$ cat src/rtl/qam_symbol_mapper.sv
// ============================================================================
// Module   : qam_symbol_mapper
// Purpose  : Packs strobed serial bits into 4-QAM/16-QAM symbols and maps each
//            symbol to signed I/Q levels. GRAY_MAP_EN selects Gray axis coding.
// Revision : 1.0 - initial release
// ============================================================================
`default_nettype none

module qam_symbol_mapper #(
   parameter int BITS_PER_SYM = 4,
   parameter int LVL_W        = 8,
   parameter int LVL_STEP     = 32
) (
   input  logic             clock,
   input  logic             reset,
   input  logic             map_en,
   input  logic             adat_in,
   input  logic             data_change,
   output logic [LVL_W-1:0] i_level,
   output logic [LVL_W-1:0] q_level,
   output logic             sym_valid,
   output logic [7:0]       sym_cnt,
   output logic             running
);

   localparam int CNT_W = (BITS_PER_SYM > 2) ? $clog2(BITS_PER_SYM) : 1;
   localparam logic [CNT_W-1:0] LAST_BIT = CNT_W'(BITS_PER_SYM - 1);

   localparam logic [LVL_W-1:0] LVL_M3 = LVL_W'(-3 * LVL_STEP);
   localparam logic [LVL_W-1:0] LVL_M1 = LVL_W'(-LVL_STEP);
   localparam logic [LVL_W-1:0] LVL_P1 = LVL_W'(LVL_STEP);
   localparam logic [LVL_W-1:0] LVL_P3 = LVL_W'(3 * LVL_STEP);

   localparam logic [0:0] ST_FILL = 1'b0;
   localparam logic [0:0] ST_RUN  = 1'b1;

   logic                    data_change_q;
   logic                    bit_stb;
   logic [CNT_W-1:0]        bit_cnt;
   // Only the earlier bits of a symbol need storage; the last bit is live on adat_in.
   logic [BITS_PER_SYM-2:0] sreg;
   logic [BITS_PER_SYM-1:0] sym_next;
   logic [LVL_W-1:0]        i_next;
   logic [LVL_W-1:0]        q_next;
   logic [0:0]              state;

   assign bit_stb  = data_change & ~data_change_q;
   assign sym_next = {sreg, adat_in};

   function automatic logic [LVL_W-1:0] map_pair(input logic [1:0] b);
      logic [1:0] ord;
`ifdef GRAY_MAP_EN
      ord = {b[1], b[1] ^ b[0]};
`else
      ord = b;
`endif
      case (ord)
         2'd0:    map_pair = LVL_M3;
         2'd1:    map_pair = LVL_M1;
         2'd2:    map_pair = LVL_P1;
         default: map_pair = LVL_P3;
      endcase
   endfunction

   if (BITS_PER_SYM == 4) begin : g_qam16
      assign i_next = map_pair(sym_next[3:2]);
      assign q_next = map_pair(sym_next[1:0]);
   end else if (BITS_PER_SYM == 2) begin : g_qam4
      assign i_next = sym_next[1] ? LVL_P1 : LVL_M1;
      assign q_next = sym_next[0] ? LVL_P1 : LVL_M1;
   end else begin : g_bad_bps
      $error("qam_symbol_mapper: BITS_PER_SYM must be 2 or 4");
      assign i_next = '0;
      assign q_next = '0;
   end

   always_ff @(posedge clock) begin
      if (reset) begin
         data_change_q <= 1'b0;
         bit_cnt       <= '0;
         sreg          <= '0;
         i_level       <= '0;
         q_level       <= '0;
         sym_valid     <= 1'b0;
         sym_cnt       <= 8'd0;
         state         <= ST_FILL;
      end else begin
         data_change_q <= data_change;
         sym_valid     <= 1'b0;
         // Disable takes priority over a coinciding strobe, discarding the partial symbol.
         if (!map_en) begin
            bit_cnt <= '0;
            sreg    <= '0;
            state   <= ST_FILL;
         end else if (bit_stb) begin
            if (bit_cnt == LAST_BIT) begin
               bit_cnt   <= '0;
               sreg      <= '0;
               i_level   <= i_next;
               q_level   <= q_next;
               sym_valid <= 1'b1;
               sym_cnt   <= sym_cnt + 8'd1;
               state     <= ST_RUN;
            end else begin
               bit_cnt <= bit_cnt + 1'b1;
               sreg    <= sym_next[BITS_PER_SYM-2:0];
            end
         end
      end
   end

   assign running = (state == ST_RUN);

endmodule

`default_nettype wire

$ cat config.mk
export PLATFORM = sky130hd
export DESIGN_NAME = qam_symbol_mapper
export DESIGN_NICKNAME = d
export VERILOG_FILES = /design/src/rtl/qam_symbol_mapper.sv
export SDC_FILE = /design/constraint.sdc
export NUM_CORES = 1
export LEC_CHECK = 0
export ABC_CLOCK_PERIOD_IN_PS = 2240
export CAP_MARGIN = 15
export CORE_MARGIN = 3
export CORE_UTILIZATION = 40
export CTS_CLUSTER_DIAMETER = 60
export DETAILED_ROUTE_END_ITERATION = 8
export HOLD_SLACK_MARGIN = 0.03
export PLACE_DENSITY = 0.72
export SYNTH_ARGS = -nofsm -noshare
export SYNTH_HDL_FRONTEND = slang
export SYNTH_SLANG_ARGS = --single-unit
$ cat constraint.sdc
create_clock -name clock -period 2.24 [get_ports clock]
set_input_delay 0.224 -clock clock [delete_from_list [all_inputs] [get_ports clock]]
set_output_delay 0.224 -clock clock [all_outputs]
set_load 0.05 [all_outputs]
Word level (Yosys, flattened, before mapping)
Cells that the tools add are included.
{ "word_totals": {"reg_bits": 32, "inputBits": 5, "wordCells": 30, "output_inout_bits": 26} }
{ "classes": {"n_mux": 5, "n_eq_ne": 5, "addsub": 2, "n_reduce_logical": 6, "n_bitwise": 4} }
{ "op_table": {"columns": ["cell", "n"], "rows": [
  ["case mux 8 bit (3 select lines)", 2],
  ["adder 8 x 1 -> 8 bit (second input constant)", 1],
  ["equality test 2 bit (second input constant)", 3],
  ["equality test 2 x 1 -> 1 bit (second input constant)", 2],
  ["zero test 2 bit", 2],
  ["two-way mux 3 bit", 1],
  ["NOT 1 bit", 3],
  ["AND reduction 3 bit", 1],
  ["OR reduction 3 bit", 1],
  ["adder 2 x 1 -> 2 bit (second input constant)", 1],
  ["two-way mux 2 bit", 1],
  ["AND reduction 2 bit", 1],
  ["OR reduction 2 bit", 1],
  ["AND 1 bit", 1],
  ["two-way mux 1 bit", 1]
]} }

Longest topological paths before layout
Gate-level depths: netlist (run 1).
{ "logic_depth": {"depth_word": 4, "mapped_depth": 5, "depth_no_buf": 4} }

Worst setup path before layout (run 1)
OpenSTA, ideal clock, no wires.
{ "synth_path": {"path_kind": "reg-to-reg", "startpoint": "register sym_cnt[0]", "endpoint": "register sym_cnt[6]", "arrival_time_ps": 1586, "n_path_buf": 0, "setup_time_ps": 70, "synth_period_minus_slack_ps": 1656, "setup_slack_ps": 584, "required_ps": 2170, "path_stages_with_launch": 5, "path_cell_list": "dfxtp_1 -> ha_1 -> nand3_1 -> or4_1 -> a21oi_1"} }
{ "synth_via": {"elab_chain_len": 1} }
{ "synth_lines": {"columns": ["item", "line_no", "rtl"], "rows": [
  ["start: declaration", "22", "output logic [7:0] sym_cnt,"],
  ["start signal: assignment", "102", "sym_cnt <= sym_cnt + 8'd1;"],
  ["adder 8 x 1 -> 8 bit", "102", null]
]} }
Every way passes these cells.
A chain may end at the register's enable or synchronous reset.

Worst setup path after layout (run 1)
{ "layout_path": {"startpoint": "register sym_cnt[0]", "endpoint": "output port sym_cnt[0]"} }
No word-level cell between the ends.

==> results of run 1 <==
## logic make-up after synthesis
| family | after synthesis | share of synthesized area [%] |
|---|---|---|
| simple gates | 40 | 23.3 |
| flops | 21 | 45.8 |
| compound gates | 20 | 12.1 |
| buf+inv | 19 | 12.4 |
| fa+ha+maj | 2 | 2.72 |
| mux | 2 | 2.32 |
| other cells | 1 | 0.408 |
| xor+xnor | 1 | 0.954 |
## routing by layer
layer | wire length [um] | GRT usage [%] | share of wire, %
met1 | 690 | 13.9 | 40
met2 | 859 | 22.6 | 50
met3 | 158 | 5.82 | 9.3
met4 | 0 | 2.55 | 0
met5 | 0 | 0 | 0
## synth_stat cells
library cell,n
or3_1,3
nand4_1,1
mux2_2,1
o21ai_0,3
buf_4,11
a21oi_1,12
nand4b_2,1
nor4_1,1
nand3_1,2
buf_2,1
o31ai_1,2
conb_1,1
nand2_1,12
ha_1,2
and4b_1,1
nand2b_1,2
o22ai_1,1
nand3b_1,3
mux2i_1,1
xnor2_1,1
nor2_1,9
nor2b_1,3
inv_1,4
or4_1,2
clkbuf_1,3
a211oi_1,2
dfxtp_1,21
## sequential cells by signal, summed over array words and instances (netlist names)
name / flops
data_change_q: 1
q_level: 2
bit_cnt: 2
i_level: 3
sym_cnt: 8
sym_valid: 1
running: 1
sreg: 3
## power by group
| group | switching (mW) | leakage [nW] | total (mW) | internal, mW |
|---|---|---|---|---|
| Sequential | 0.00192 | 0.170 | 0.378 | 0.376 |
| Clock | 0.111 | 0.0150 | 0.180 | 0.0694 |
| Combinational | 0.0514 | 0.217 | 0.0643 | 0.0129 |
## cell type report
class	count	area, um^2
clock buffers	4	26.3
fillers	199	933
inverters	4	15.0
multi-input cells	75	418
flip-flops and latches	21	420
well taps	27	33.8
repair buffers	22	215
## worst paths after layout
| check | from | to | slack (ns) | cells after the start |
|---|---|---|---|---|
| worst max-delay path | sym_cnt[0] | sym_cnt[0] | 0.43 | 1 |
| worst max register to register | bit_cnt[0] | sym_cnt[7] | 0.58 | 4 |
| worst min-delay path | sreg[2] | i_level[7] | 0.44 | 1 |
| worst min register to register | sreg[2] | i_level[7] | 0.44 | 1 |
## cell usage in the layout (no fill, tap or decap), types with 2 or more instances in the layout
cell type / synthesis / routed
clkbuf_4: 0 / 3
a211oi_1: 2 / 2
or4_1: 2 / 2
nand2_1: 12 / 12
ha_1: 2 / 2
inv_1: 4 / 4
or3_1: 3 / 3
dfxtp_1: 21 / 21
o21ai_0: 3 / 3
nand3b_1: 3 / 3
clkdlybuf4s50_1: 0 / 20
o31ai_1: 2 / 2
a21oi_1: 12 / 12
nor2_1: 9 / 9
conb_1: 1 / 10
nand2b_1: 2 / 2
nand3_1: 2 / 2
buf_4: 11 / 2
nor2b_1: 3 / 3
## metrics by stage
step	cells	setup WS, ns	utilization [%]	total power [mW]	cell area (um^2)
after global placement	149	0.459	53.5	0.449	1100
after floorplan	115	0.584	-	0.451	952
after global routing	153	0.390	54.7	0.645	1130
after CTS	153	0.434	54.7	0.629	1130
after detailed placement	149	0.403	53.5	0.450	1100
final	153	0.430	54.7	0.622	1130
==> results.json, run 1 <==
{
  "status": "complete, no violations",
  "critPathLaunchType": "flip-flop",
  "vdd.ir_drop.worst_mv": 0.322,
  "ys_types": 27,
  "max_freq_ghz": 0.552,
  "max-cap-violations": 0,
  "slew_headroom_pct": 66.6,
  "synth_seq_cells": 21,
  "synthCells": 106,
  "ys_seq_area_share_pct": 45.8,
  "ant_nets": 0,
  "port_buffers": 20,
  "fin_tns_setup_ns": 0,
  "wl_per_cell_um": 11.2,
  "cts.sinks": 21,
  "ys_top_cells_by_area": "dfxtp_1 46%, buf_4 9.0%, a21oi_1 6.5%",
  "critPathSlowestCell": "clkdlybuf4s50_1",
  "hold_viol_final": 0,
  "cts_setup_buffers": 0,
  "via_count": 770,
  "gp_congestion": 0.688,
  "layout-drive-gt1-share_pct": 5.56,
  "arrival_ns": 1.59,
  "pwr_density_cell_nw_per_um2": 552,
  "cpPeakStageDelay_ns": 0.84,
  "tightest_slew_ns": 0.499,
  "end_kind": "output port",
  "area_growth_pct": 22.9,
  "rows": 16,
  "grt_use_total_pct": 12.8,
  "crit_family": "buffers and inverters",
  "fin_crit_sh_pct": 80.8,
  "yosys_warnings": 0,
  "leakage_nw": 0.401,
  "first_iter_violations": 21,
  "rsz0062_at_grt": "no",
  "ioPinCount": 31,
  "grt_max_degree": 14,
  "antenna_cells": 0,
  "hold_ws_ns": 0.443,
  "clk_latency_ns": 0.30,
  "drc": 0,
  "first_pass_iters": 4,
  "die_w_um": 53.9,
  "dp_hpwl_um": 1270,
  "yosysTopAreaCell": "dfxtp_1",
  "clk_pin_slew_ns": 0.11,
  "cts_buffer_depth": 2,
  "vias_per_cell": 5.03,
  "core_um2": 2060,
  "syn_avg_cell_area_um2": 8.66,
  "hold_path.class": "flip-flop to flip-flop",
  "layout_min_cycle_time_ns": 1.81,
  "cts_tree": "done",
  "setup_violations": 0,
  "die_h_um": 53.9,
  "path_cells": "clkdlybuf4s50_1",
  "start_util_pct": 44.5,
  "grt_pass1_vias": 620,
  "fin_nets": 134,
  "grt_antenna_before_repair": 0,
  "cts_resized": 0,
  "cts_root_buf": "clkbuf_4",
  "finalMaxSlewViolations": 0,
  "netlist_area_um2": 918,
  "criticalPathCategory": "flip-flop to output port",
  "htree_levels": 1,
  "worstPathMaxFanout": 5,
  "grt_pass1_wl_um": 2660,
  "synth_top_area_share_pct": 45.8,
  "die_area_um2": 2910,
  "cts_hold_buf": 0,
  "wirelength_um": 1710,
  "skew_ns": 0.00524,
  "cp_data_required_time_ns": 2.02,
  "path_buf_inv": 1,
  "cts_buffers": 3,
  "grt-ovfl-total": 0
}
No activity file was read; power rests on OpenSTA's default activity.
==> run 2, diff against run 1 <==
==> config.mk (replaced) <==
export PLATFORM = sky130hd
export DESIGN_NAME = qam_symbol_mapper
export DESIGN_NICKNAME = d
export VERILOG_FILES = /design/src/rtl/qam_symbol_mapper.sv
export SDC_FILE = /design/constraint.sdc
export NUM_CORES = 1
export LEC_CHECK = 0
export ABC_CLOCK_PERIOD_IN_PS = 1500
export CAP_MARGIN = 15
export CORE_MARGIN = 3
export CORE_UTILIZATION = 39
export CTS_CLUSTER_DIAMETER = 60
export DETAILED_ROUTE_END_ITERATION = 8
export HOLD_SLACK_MARGIN = 0.03
export PLACE_DENSITY = 0.73
export SYNTH_ARGS = -nofsm -noshare
export SYNTH_HDL_FRONTEND = slang
export SYNTH_SLANG_ARGS = --single-unit
==> constraint.sdc (replaced) <==
create_clock -name clock -period 1.5 [get_ports clock]
set_input_delay 0.15 -clock clock [delete_from_list [all_inputs] [get_ports clock]]
set_output_delay 0.15 -clock clock [all_outputs]
set_load 0.05 [all_outputs]
==> run 2 against run 1 <==
  * Sequential power up 49%
  * Combinational power up 68%
  * Non-clock buffer count up 9
  * Setup slack worse by 0.37 ns
  * Clock power up 49%
  * Critical path type is now flip-flop to flip-flop
==> results.json, run 2 (same netlist as run 1, synthesis figures left out) <==
{
  "cts_root_buf": "clkbuf_4",
  "largest_reg_flops": 8,
  "via_count": 802,
  "ant_nets": 0,
  "finalMaxSlewViolations": 0,
  "fin_area_um2": 1210,
  "cts_hold_buf": 0,
  "fin_cells": 162,
  "die_area_um2": 2970,
  "drc": 0,
  "dp_cells": 156,
  "setup_violations": 0,
  "die_h_um": 54.5,
  "first_iter_violations": 27,
  "grt_max_degree": 13,
  "cts_tree": "done",
  "port_buffers": 20,
  "arrival_ns": 1.68,
  "first_pass_iters": 4,
  "fin_nets": 143,
  "leakage_nw": 0.513,
  "place_area_um2": 1120,
  "pwr_density_cell_nw_per_um2": 780,
  "cpPeakStageDelay_ns": 0.53,
  "final_common_cell": "buf_4",
  "clk_pin_slew_ns": 0.12,
  "worstPathMaxFanout": 6,
  "max-cap-violations": 0,
  "multi_input_area_um2": 454,
  "wirelength_um": 1850,
  "wl_per_cell_um": 11.4,
  "antenna_cells": 0,
  "final_cell_mix": "26 x buf_4, 13 x dfxtp_1, 12 x nand2_1, 12 x a21oi_1, 10 x conb_1",
  "cts.sinks": 21,
  "rsz0062_at_grt": "no",
  "hold_path.class": "input port to flip-flop",
  "top_regs": "sym_cnt (8), i_level (3), sreg (3)",
  "skew_ns": 0.00460,
  "grt_antenna_before_repair": 0,
  "status": "complete, no violations",
  "die_w_um": 54.5,
  "largest-register": "sym_cnt",
  "criticalPathCategory": "flip-flop to flip-flop",
  "start_util_pct": 43.7,
  "path_cells": "ha_4 > nand4b_4 > or4_1 > a21oi_1",
  "grt-ovfl-total": 0,
  "cp_data_required_time_ns": 1.74,
  "fillers": 199,
  "core_um2": 2100,
  "vias_per_cell": 4.95,
  "cts_buffers": 3,
  "grt_pass1_vias": 693,
  "rows": 16,
  "end_kind": "flip-flop",
  "layout-drive-gt1-share_pct": 31.9,
  "max_freq_ghz": 0.694,
  "grt_pass1_wl_um": 2910,
  "layout_min_cycle_time_ns": 1.44,
  "grt_use_total_pct": 13.4,
  "critPathSlowestCell": "or4_1",
  "cts_buffer_depth": 2,
  "critPathLaunchType": "flip-flop",
  "crit_family": "simple AND/OR/NAND/NOR gates",
  "hold_viol_final": 0,
  "htree_levels": 1,
  "clk_latency_ns": 0.30,
  "seqCellArea_um2": 430,
  "path_buf_inv": 0,
  "vdd.ir_drop.worst_mv": 0.576,
  "dp_hpwl_um": 1360,
  "ioPinCount": 31,
  "fin_crit_sh_pct": 96.1,
  "gp_congestion": 0.711,
  "area_growth_pct": 31.5
}
==> run 2: through the flow <==
step / hold WS [ns] / setup WS [ns] / utilization [%] / power, mW / setup TNS [ns]
5_1_grt: 0.448 / 0.00554 / 57.4 / 0.986 / 0
3_5_place_dp: 0.437 / -0.211 / 53.4 / 0.683 / -0.857
4_1_cts: 0.425 / 0.0152 / 55.4 / 0.952 / 0
3_3_place_gp: 0.430 / -0.153 / 53.4 / 0.681 / -0.491
6_report: 0.430 / 0.0592 / 57.4 / 0.942 / 0
2_1_floorplan: 0.278 / 0.0299 / - / 0.673 / 0
==> run 2: final timing paths <==
path                                 start         end  slack [ns]  cells after the start
worst max-delay path            bit_cnt[0]  sym_cnt[6]        0.06                      4
worst max register to register  bit_cnt[0]  sym_cnt[6]        0.06                      4
worst min-delay path               adat_in  q_level[6]        0.43                      3
worst min register to register     sreg[2]  i_level[7]        0.45                      1
==> run 2: timing repair <==
item / CTS / global route
resized for setup: 2 / 6
setup endpoints to repair: 3 / 6
setup buffers: 0 / 2
==> run 2: worst min-delay path, stage by stage <==
cell and delay (ns):
clkdlybuf4s50_1 0.43, nand2_1 0.07, a21oi_1 0.05
==> run 2: layout make-up <==
| cell class | count | area share (%) |
|---|---|---|
| multi-input combinational | 75 | 37.6 |
| clock buffer | 3 | 1.87 |
| sequential | 21 | 35.6 |
| tap | 27 | 2.80 |
| clock inverter | 1 | 0.415 |
| inverter | 4 | 1.24 |
| timing repair buffer | 31 | 20.4 |
==> run 2: power breakdown <==
part	total (mW)	switching (mW)	internal (mW)
Combinational	0.108	0.0796	0.0287
Clock	0.268	0.169	0.0994
Sequential	0.565	0.00385	0.562
==> run 2: per-layer routing <==
| metal | wire (um) | vias to the layer above | track usage [%] |
|---|---|---|---|
| met2 | 967 | 24 | 23.1 |
| met4 | 0 | 0 | 1.24 |
| met1 | 765 | 376 | 16.4 |
| met3 | 116 | 0 | 5.18 |
| met5 | 0 | - | 0 |
| li1 | - | 402 | - |
==> run 3, diff against run 2 <==
--- a/config.mk
+++ b/config.mk
@@ -9,7 +9,6 @@
 export CAP_MARGIN = 15
 export CORE_MARGIN = 3
 export CORE_UTILIZATION = 39
-export CTS_CLUSTER_DIAMETER = 60
 export DETAILED_ROUTE_END_ITERATION = 8
 export HOLD_SLACK_MARGIN = 0.03
 export PLACE_DENSITY = 0.73
==> results of run 3 <==
Final layout, timing and power as in run 2 (identical DEF).
